==> config.mk <==
export PLATFORM = sky130hd
export DESIGN_NAME = alu_exec_ctrl_flat
export DESIGN_NICKNAME = d
export VERILOG_FILES = /design/src/rtl/alu_exec_ctrl_if.sv /design/src/rtl/alu_exec_ctrl.sv /design/src/flat_wrapper.sv
export SDC_FILE = /design/constraint.sdc
export NUM_CORES = 1
export LEC_CHECK = 0
export ABC_AREA = 0
export CAP_MARGIN = 40
export CORE_MARGIN = 5
export CORE_UTILIZATION = 39
export CTS_CLUSTER_SIZE = 24
export DETAILED_ROUTE_END_ITERATION = 10
export PLACE_DENSITY = 0.8
export SYNTH_ARGS = -nofsm -noshare
export SYNTH_HDL_FRONTEND = slang
export SYNTH_SLANG_ARGS = --single-unit
==> constraint.sdc <==
create_clock -name clk -period 1.89 [get_ports clk]
set_input_delay 0.378 -clock clk [delete_from_list [all_inputs] [get_ports clk]]
set_output_delay 0.378 -clock clk [all_outputs]
set_load 0.03 [all_outputs]
==> src/rtl/alu_exec_ctrl_if.sv <==
// Decoder-to-execute handshake: one decoded data-processing instruction per
// dec_valid/dec_ready transfer.
interface alu_exec_ctrl_if #(
   parameter int RADDR_W = 4
);
   logic               dec_valid;
   logic               dec_ready;
   logic [4:0]         dec_opcode;
   logic [3:0]         dec_cond;
   logic [RADDR_W-1:0] dec_rn;
   logic [RADDR_W-1:0] dec_rm;
   logic [RADDR_W-1:0] dec_rd;
   logic               dec_s;
   logic               dec_wb;

   modport master (
      output dec_valid, dec_opcode, dec_cond, dec_rn, dec_rm, dec_rd, dec_s, dec_wb,
      input  dec_ready
   );

   modport slave (
      input  dec_valid, dec_opcode, dec_cond, dec_rn, dec_rm, dec_rd, dec_s, dec_wb,
      output dec_ready
   );
endinterface

==> src/rtl/alu_exec_ctrl.sv <==
// Serial execute sequencer: condition check against owned NZCV, operand read,
// one-cycle ALU strobe, writeback and optional flag commit.
//
// state | meaning
// IDLE  | ready for a decoded instruction
// READ  | operands read from the register file; skipped instructions retire here
// EXEC  | ALU strobe; result captured, flags committed when S is set
// WB    | register-file write (if wb) and retire
module alu_exec_ctrl #(
   parameter int RADDR_W = 4,
   parameter int DATA_W  = 32
) (
   input  logic               clk,
   input  logic               rst,
   alu_exec_ctrl_if.slave     dec,
   output logic [RADDR_W-1:0] rf_ra_addr,
   output logic [RADDR_W-1:0] rf_rb_addr,
   input  logic [DATA_W-1:0]  rf_ra_data,
   input  logic [DATA_W-1:0]  rf_rb_data,
   output logic               alu_execute,
   output logic [4:0]         alu_instruction,
   output logic [DATA_W-1:0]  alu_rn,
   output logic [DATA_W-1:0]  alu_rm,
   output logic [3:0]         alu_flags_in,
   input  logic [DATA_W-1:0]  alu_result,
   input  logic               alu_n,
   input  logic               alu_z,
   input  logic               alu_c,
   input  logic               alu_v,
   output logic               rf_we,
   output logic [RADDR_W-1:0] rf_waddr,
   output logic [DATA_W-1:0]  rf_wdata,
   output logic [3:0]         flags,
   output logic               busy,
   output logic               done,
   output logic               skipped
);

   typedef enum logic [1:0] {IDLE, READ, EXEC, WB} state_t;

   state_t             state;
   logic [4:0]         opcode_q;
   logic [RADDR_W-1:0] rn_q;
   logic [RADDR_W-1:0] rm_q;
   logic [RADDR_W-1:0] rd_q;
   logic               s_q;
   logic               wb_q;
   logic               cond_ok_q;
   logic [DATA_W-1:0]  rn_data_q;
   logic [DATA_W-1:0]  rm_data_q;
   logic [DATA_W-1:0]  result_q;
   logic               accept_pass;

   function automatic logic cond_eval(input logic [3:0] cond, input logic [3:0] nzcv);
      logic n, z, c, v;
      logic r;
      {n, z, c, v} = nzcv;
      case (cond)
         4'd0:    r = z;
         4'd1:    r = !z;
         4'd2:    r = c;
         4'd3:    r = !c;
         4'd4:    r = n;
         4'd5:    r = !n;
         4'd6:    r = v;
         4'd7:    r = !v;
         4'd8:    r = c & !z;
         4'd9:    r = !c | z;
         4'd10:   r = (n == v);
         4'd11:   r = (n != v);
         4'd12:   r = !z & (n == v);
         4'd13:   r = z | (n != v);
         4'd14:   r = 1'b1;
         default: r = 1'b0;
      endcase
      return r;
   endfunction

   // Flags cannot change between accept and READ, so the condition is resolved
   // at accept; that lets done/skipped for a failed check be registered in READ.
   assign accept_pass = cond_eval(dec.dec_cond, flags);

   always_ff @(posedge clk) begin
      if (rst) begin
         state       <= IDLE;
         flags       <= 4'b0000;
         opcode_q    <= '0;
         rn_q        <= '0;
         rm_q        <= '0;
         rd_q        <= '0;
         s_q         <= 1'b0;
         wb_q        <= 1'b0;
         cond_ok_q   <= 1'b0;
         rn_data_q   <= '0;
         rm_data_q   <= '0;
         result_q    <= '0;
         dec.dec_ready <= 1'b1;
         alu_execute <= 1'b0;
         rf_we       <= 1'b0;
         done        <= 1'b0;
         skipped     <= 1'b0;
         busy        <= 1'b0;
      end else begin
         case (state)
            IDLE: begin
               if (dec.dec_valid && dec.dec_ready) begin
                  opcode_q      <= dec.dec_opcode;
                  rn_q          <= dec.dec_rn;
                  rm_q          <= dec.dec_rm;
                  rd_q          <= dec.dec_rd;
                  s_q           <= dec.dec_s;
                  wb_q          <= dec.dec_wb;
                  cond_ok_q     <= accept_pass;
                  done          <= !accept_pass;
                  skipped       <= !accept_pass;
                  dec.dec_ready <= 1'b0;
                  busy          <= 1'b1;
                  state         <= READ;
               end
            end
            READ: begin
               done    <= 1'b0;
               skipped <= 1'b0;
               if (cond_ok_q) begin
                  rn_data_q   <= rf_ra_data;
                  rm_data_q   <= rf_rb_data;
                  alu_execute <= 1'b1;
                  state       <= EXEC;
               end else begin
                  dec.dec_ready <= 1'b1;
                  busy          <= 1'b0;
                  state         <= IDLE;
               end
            end
            EXEC: begin
               alu_execute <= 1'b0;
               result_q    <= alu_result;
               if (s_q) begin
                  flags <= {alu_n, alu_z, alu_c, alu_v};
               end
               rf_we <= wb_q;
               done  <= 1'b1;
               state <= WB;
            end
            WB: begin
               rf_we         <= 1'b0;
               done          <= 1'b0;
               dec.dec_ready <= 1'b1;
               busy          <= 1'b0;
               state         <= IDLE;
            end
            default: begin
               state <= IDLE;
            end
         endcase
      end
   end

   assign rf_ra_addr      = rn_q;
   assign rf_rb_addr      = rm_q;
   assign alu_instruction = opcode_q;
   assign alu_rn          = rn_data_q;
   assign alu_rm          = rm_data_q;
   assign alu_flags_in    = flags;
   assign rf_waddr        = rd_q;
   assign rf_wdata        = result_q;

endmodule

==> src/flat_wrapper.sv <==
// flat-port wrapper written by rule: the top's interface ports become plain ports
module alu_exec_ctrl_flat 
#(
   parameter int RADDR_W = 4,
   parameter int DATA_W  = 32
)
  (clk, rst, rf_ra_addr, rf_rb_addr, rf_ra_data, rf_rb_data, alu_execute, alu_instruction, alu_rn, alu_rm, alu_flags_in, alu_result, alu_n, alu_z, alu_c, alu_v, rf_we, rf_waddr, rf_wdata, flags, busy, done, skipped, dec_dec_valid, dec_dec_opcode, dec_dec_cond, dec_dec_rn, dec_dec_rm, dec_dec_rd, dec_dec_s, dec_dec_wb, dec_dec_ready);
  alu_exec_ctrl_if #(.RADDR_W(RADDR_W)) dec_i ();
  input  logic clk;
  input  logic rst;
  output logic [RADDR_W-1:0] rf_ra_addr;
  output logic [RADDR_W-1:0] rf_rb_addr;
  input  logic [DATA_W-1:0] rf_ra_data;
  input  logic [DATA_W-1:0] rf_rb_data;
  output logic alu_execute;
  output logic [4:0] alu_instruction;
  output logic [DATA_W-1:0] alu_rn;
  output logic [DATA_W-1:0] alu_rm;
  output logic [3:0] alu_flags_in;
  input  logic [DATA_W-1:0] alu_result;
  input  logic alu_n;
  input  logic alu_z;
  input  logic alu_c;
  input  logic alu_v;
  output logic rf_we;
  output logic [RADDR_W-1:0] rf_waddr;
  output logic [DATA_W-1:0] rf_wdata;
  output logic [3:0] flags;
  output logic busy;
  output logic done;
  output logic skipped;
  input wire logic [$bits(dec_i.dec_valid)-1:0] dec_dec_valid;
  input wire logic [$bits(dec_i.dec_opcode)-1:0] dec_dec_opcode;
  input wire logic [$bits(dec_i.dec_cond)-1:0] dec_dec_cond;
  input wire logic [$bits(dec_i.dec_rn)-1:0] dec_dec_rn;
  input wire logic [$bits(dec_i.dec_rm)-1:0] dec_dec_rm;
  input wire logic [$bits(dec_i.dec_rd)-1:0] dec_dec_rd;
  input wire logic [$bits(dec_i.dec_s)-1:0] dec_dec_s;
  input wire logic [$bits(dec_i.dec_wb)-1:0] dec_dec_wb;
  output wire logic [$bits(dec_i.dec_ready)-1:0] dec_dec_ready;
  assign dec_i.dec_valid = dec_dec_valid;
  assign dec_i.dec_opcode = dec_dec_opcode;
  assign dec_i.dec_cond = dec_dec_cond;
  assign dec_i.dec_rn = dec_dec_rn;
  assign dec_i.dec_rm = dec_dec_rm;
  assign dec_i.dec_rd = dec_dec_rd;
  assign dec_i.dec_s = dec_dec_s;
  assign dec_i.dec_wb = dec_dec_wb;
  assign dec_dec_ready = dec_i.dec_ready;
  alu_exec_ctrl #(.RADDR_W(RADDR_W), .DATA_W(DATA_W)) u_core (.clk(clk), .rst(rst), .dec(dec_i), .rf_ra_addr(rf_ra_addr), .rf_rb_addr(rf_rb_addr), .rf_ra_data(rf_ra_data), .rf_rb_data(rf_rb_data), .alu_execute(alu_execute), .alu_instruction(alu_instruction), .alu_rn(alu_rn), .alu_rm(alu_rm), .alu_flags_in(alu_flags_in), .alu_result(alu_result), .alu_n(alu_n), .alu_z(alu_z), .alu_c(alu_c), .alu_v(alu_v), .rf_we(rf_we), .rf_waddr(rf_waddr), .rf_wdata(rf_wdata), .flags(flags), .busy(busy), .done(done), .skipped(skipped));
endmodule
==> flow_summary_export.csv <==
group,metric,value,unit
power_and_ir_drop,peakVddDrop,0.6146,mV
critical_path,cp_data_arrival_time,1.48,ns
synth,synthesis.nets,722,
synth,ys_top_cells_by_count,"nand2_1, dfxtp_1, a21oi_1",
drt,num_vias,4913,
flow_run,cap_violations,0,
critical_path,path_cells,"clkdlybuf4s50_1",
synth,synth-seq-area-share,0.5457,
floorplan,boundaryPins,253,
critical_path,startpoint_type,"flop",
finish,nets,960,
synth,async_reset_ff_frac,0,
timing,fin_crit,1.862,ns
power_and_ir_drop,p_int,0.005291,W
timing,slew_viol_final,0,
drt,drc,0,
global_route,grt_pass1_wl,24.65,mm
synth,synth_warnings,0,
drt,wl_per_cell,15.78,µm
cts,clkTransAtPathRegs,0.05,ns
power_and_ir_drop,combPwrFrac,0.126,
synth,synth_xor_area_frac,0.007461,
drt,drt_iter0_markers,278,
finish,instances_no_fill,993,
timing,hold_viol,0,
cts,cts_hold_buffers,0,
timing,relSlewSlack,0.7500,
synth,yosys.area_share.simple,0.2276,
synth,synth_top_family_by_area,"simple AND/OR/NAND/NOR gates",
power_and_ir_drop,p_leak,2.827,nW
cts,cts.htree.levels,4,
drt,route.antenna.remaining_nets,0,
finish,fill_cells,994,
synth,synth_top_area_cell,"dfxtp_1",
timing,final.setup.tns,0,ns
power_and_ir_drop,p_per_area,869.1,nW/µm²
critical_path,critPathSlowestCell,"clkdlybuf4s50_1",
placed_design,place_hpwl,11.46,mm
floorplan,start_util,0.3942,
synth,yosys-top-cells-area,"dfxtp_1, nand2_1, a21oi_1, buf_2, clkbuf_1",
power_and_ir_drop,switching_power,0.001566,W
finish,seq_area,2562,µm²
cts,clockBufferDepth,2,
synth,synth_compound_area_frac,0.1572,
finish,n_antenna_cell,0,
global_route,grt_max_degree,66,
critical_path,crit_path_end_kind,"output pin",
global_route,grt_pass1_vias,4907,
floorplan,dieArea,14340,µm²
critical_path,path_delay_family,"buffers and inverters",
synth,synth_area,4696,µm²
synth,netlist_instances,596,
power_and_ir_drop,total_power,0.006857,W
power_and_ir_drop,swShare,0.2284,
synth,synthAdderAreaFrac,0,
cts,clockRootBuffer,"clkbuf_16",
placed_design,port_buffers,252,
power_and_ir_drop,p_seq_frac,0.414,
critical_path,slowest_delay,0.71,ns
global_route,gr-total-overflow,0,
cts,cts_tree,"built",
timing,tightest_slew,0.3734,ns
timing,fin_crit_sh,0.9851,
placed_design,globalplace.congestion,0.8575,
global_route,antenna_found_initial,0,
synth,synth_ff_type,"dfxtp_1",
cts,cts_buffers,17,
drt,postRouteWirelength,15.67,mm
critical_path,critPathBufInv,1,
synth,syn_area_per_cell,7.879,µm²
finish,area_growth,68.03,%
timing,rsz0062_at_grt,"no",
floorplan,fp.dieW,119.7,µm
floorplan,rows,40,
outcome,status,"finished, final reports clean",
finish,drive_above_1_share,0.06147,
cts,cts.sinks,128,
cts,clkLatencyLatePin,0.41,ns
placed_design,dp_cells,962,
synth,synth_mux_area_frac,0.004263,
synth,synth_top_area_frac,0.5457,
power_and_ir_drop,p_clk_frac,0.460,
critical_path,crit_fanout,2,
timing,max_freq,537.1,MHz
floorplan,die_h,119.7,µm
timing,skew,0.007226,ns
synth,synth_most_common_cell,"nand2_1",
synth,yosysUniqueCellTypes,33,
drt,drt_first_pass_iters,7,
critical_path,crit_required,1.51,ns
finish,multi_input_area,1873,µm²
hold_path,hold_class,"primary input to flop",
synth,synth_edf_count,0,
floorplan,core_area,11910,µm²
drt,vias_per_cell,4.948,
global_route,grtUsageTotal,0.2137,
synth,ys_seq_elements,128,
critical_path,crit_type,"flop to output pin",
timing,final-setup-viol-count,0,
[metrics by stage]
step                      hold slack, ns  setup slack (ns)  utilization  cell area (µm²)
after floorplan                   0.4369            0.3316            -             4696
after global placement            0.4404          -0.04826       0.6149             7325
after detailed placement          0.4453           -0.1104       0.6149             7325
after CTS                         0.3602          0.008843       0.6622             7888
after global routing              0.3726          0.001860       0.6624             7890
final                             0.3769           0.02817       0.6624             7890
[path summary, 6_finish.rpt]
| check | from | to | slack (ns) | depth (start not counted) |
|---|---|---|---|---|
| min | rst | u_core.alu_instruction[1]$_SDFFE_PP0P_ | 0.38 | 2 |
| max reg2reg | u_core.alu_flags_in[0]$_SDFFE_PP0P_ | u_core.skipped$_SDFFE_PP0P_ | 0.31 | 5 |
| min reg2reg | u_core.rf_wdata[18]$_SDFFE_PP0P_ | u_core.rf_wdata[18]$_SDFFE_PP0P_ | 0.45 | 2 |
| max | u_core.skipped$_SDFFE_PP0P_ | skipped | 0.03 | 1 |
[power groups by stage]
stage	Sequential, W	Clock, W	Combinational [W]
3_3_place_gp	0.00289	0	0.000850
5_1_grt	0.00284	0.00335	0.000920
6_report	0.00284	0.00315	0.000865
3_5_place_dp	0.00289	0	0.000864
4_1_cts	0.00284	0.00322	0.000870
2_1_floorplan	0.00302	0	0.000241
[layout make-up]
class | instances | area share
clock buffer | 25 | 0.06280
multi-input combinational | 415 | 0.2374
clock inverter | 6 | 0.01015
sequential | 128 | 0.3248
inverter | 4 | 0.001903
timing repair buffer | 268 | 0.3397
tap | 147 | 0.02331
[what timing repair did]
| item | 4_1_cts | 5_1_grt |
|---|---|---|
| endpoints found under the hold margin | 0 | 0 |
| endpoints found under the setup margin | 10 | 1 |
| buffers inserted | 0 | 0 |
| gates resized for setup | 10 | 1 |
[layer usage]
| layer | up-vias | global-route usage | wire (µm) |
|---|---|---|---|
| met4 | 0 | 0.08518 | 297 |
| li1 | 2402 | - | - |
| met5 | - | 0 | 0 |
| met3 | 25 | 0.09614 | 1534 |
| met1 | 2276 | 0.2181 | 5759 |
| met2 | 210 | 0.3806 | 8082 |
[cells by family (layout without fill, tap and decap cells)]
family	count (synthesis)	in the layout
mux	2	2
flops	128	128
simple gates	271	271
xor+xnor	4	4
buf+inv	53	303
compound gates	138	138
[cells in the final DEF, fill, tap and decap left out, types with 3 or more instances in the layout]
| cell type | count |
|---|---|
| nor2_1 | 8 |
| a21oi_1 | 126 |
| buf_4 | 13 |
| dlygate4sd2_1 | 10 |
| o21ai_0 | 3 |
| clkbuf_16 | 17 |
| clkbuf_8 | 4 |
| nand2b_1 | 4 |
| buf_12 | 4 |
| xnor2_1 | 3 |
| nand2_1 | 240 |
| clkbuf_1 | 4 |
| clkinv_2 | 4 |
| clkdlybuf4s50_1 | 240 |
| nand3_1 | 6 |
| dfxtp_1 | 128 |
| inv_1 | 4 |
[flip-flops by register name, indices dropped and copies added, names as in the netlist, named ones only]
name and flops:
u_core.done 1, u_core.alu_execute 1, u_core.cond_ok_q 1, u_core.state 1, u_core.rf_waddr 4, u_core.rf_wdata 32, u_core.rf_ra_addr 4, u_core.skipped 1
u_core.dec.dec_ready 1, u_core.alu_rn 32, u_core.wb_q 1, u_core.s_q 1, u_core.rf_rb_addr 4, u_core.busy 1, u_core.rf_we 1, u_core.alu_instruction 5
u_core.alu_flags_in 4, u_core.alu_rm 32
Note: power is estimated with default switching activity, not from simulation.
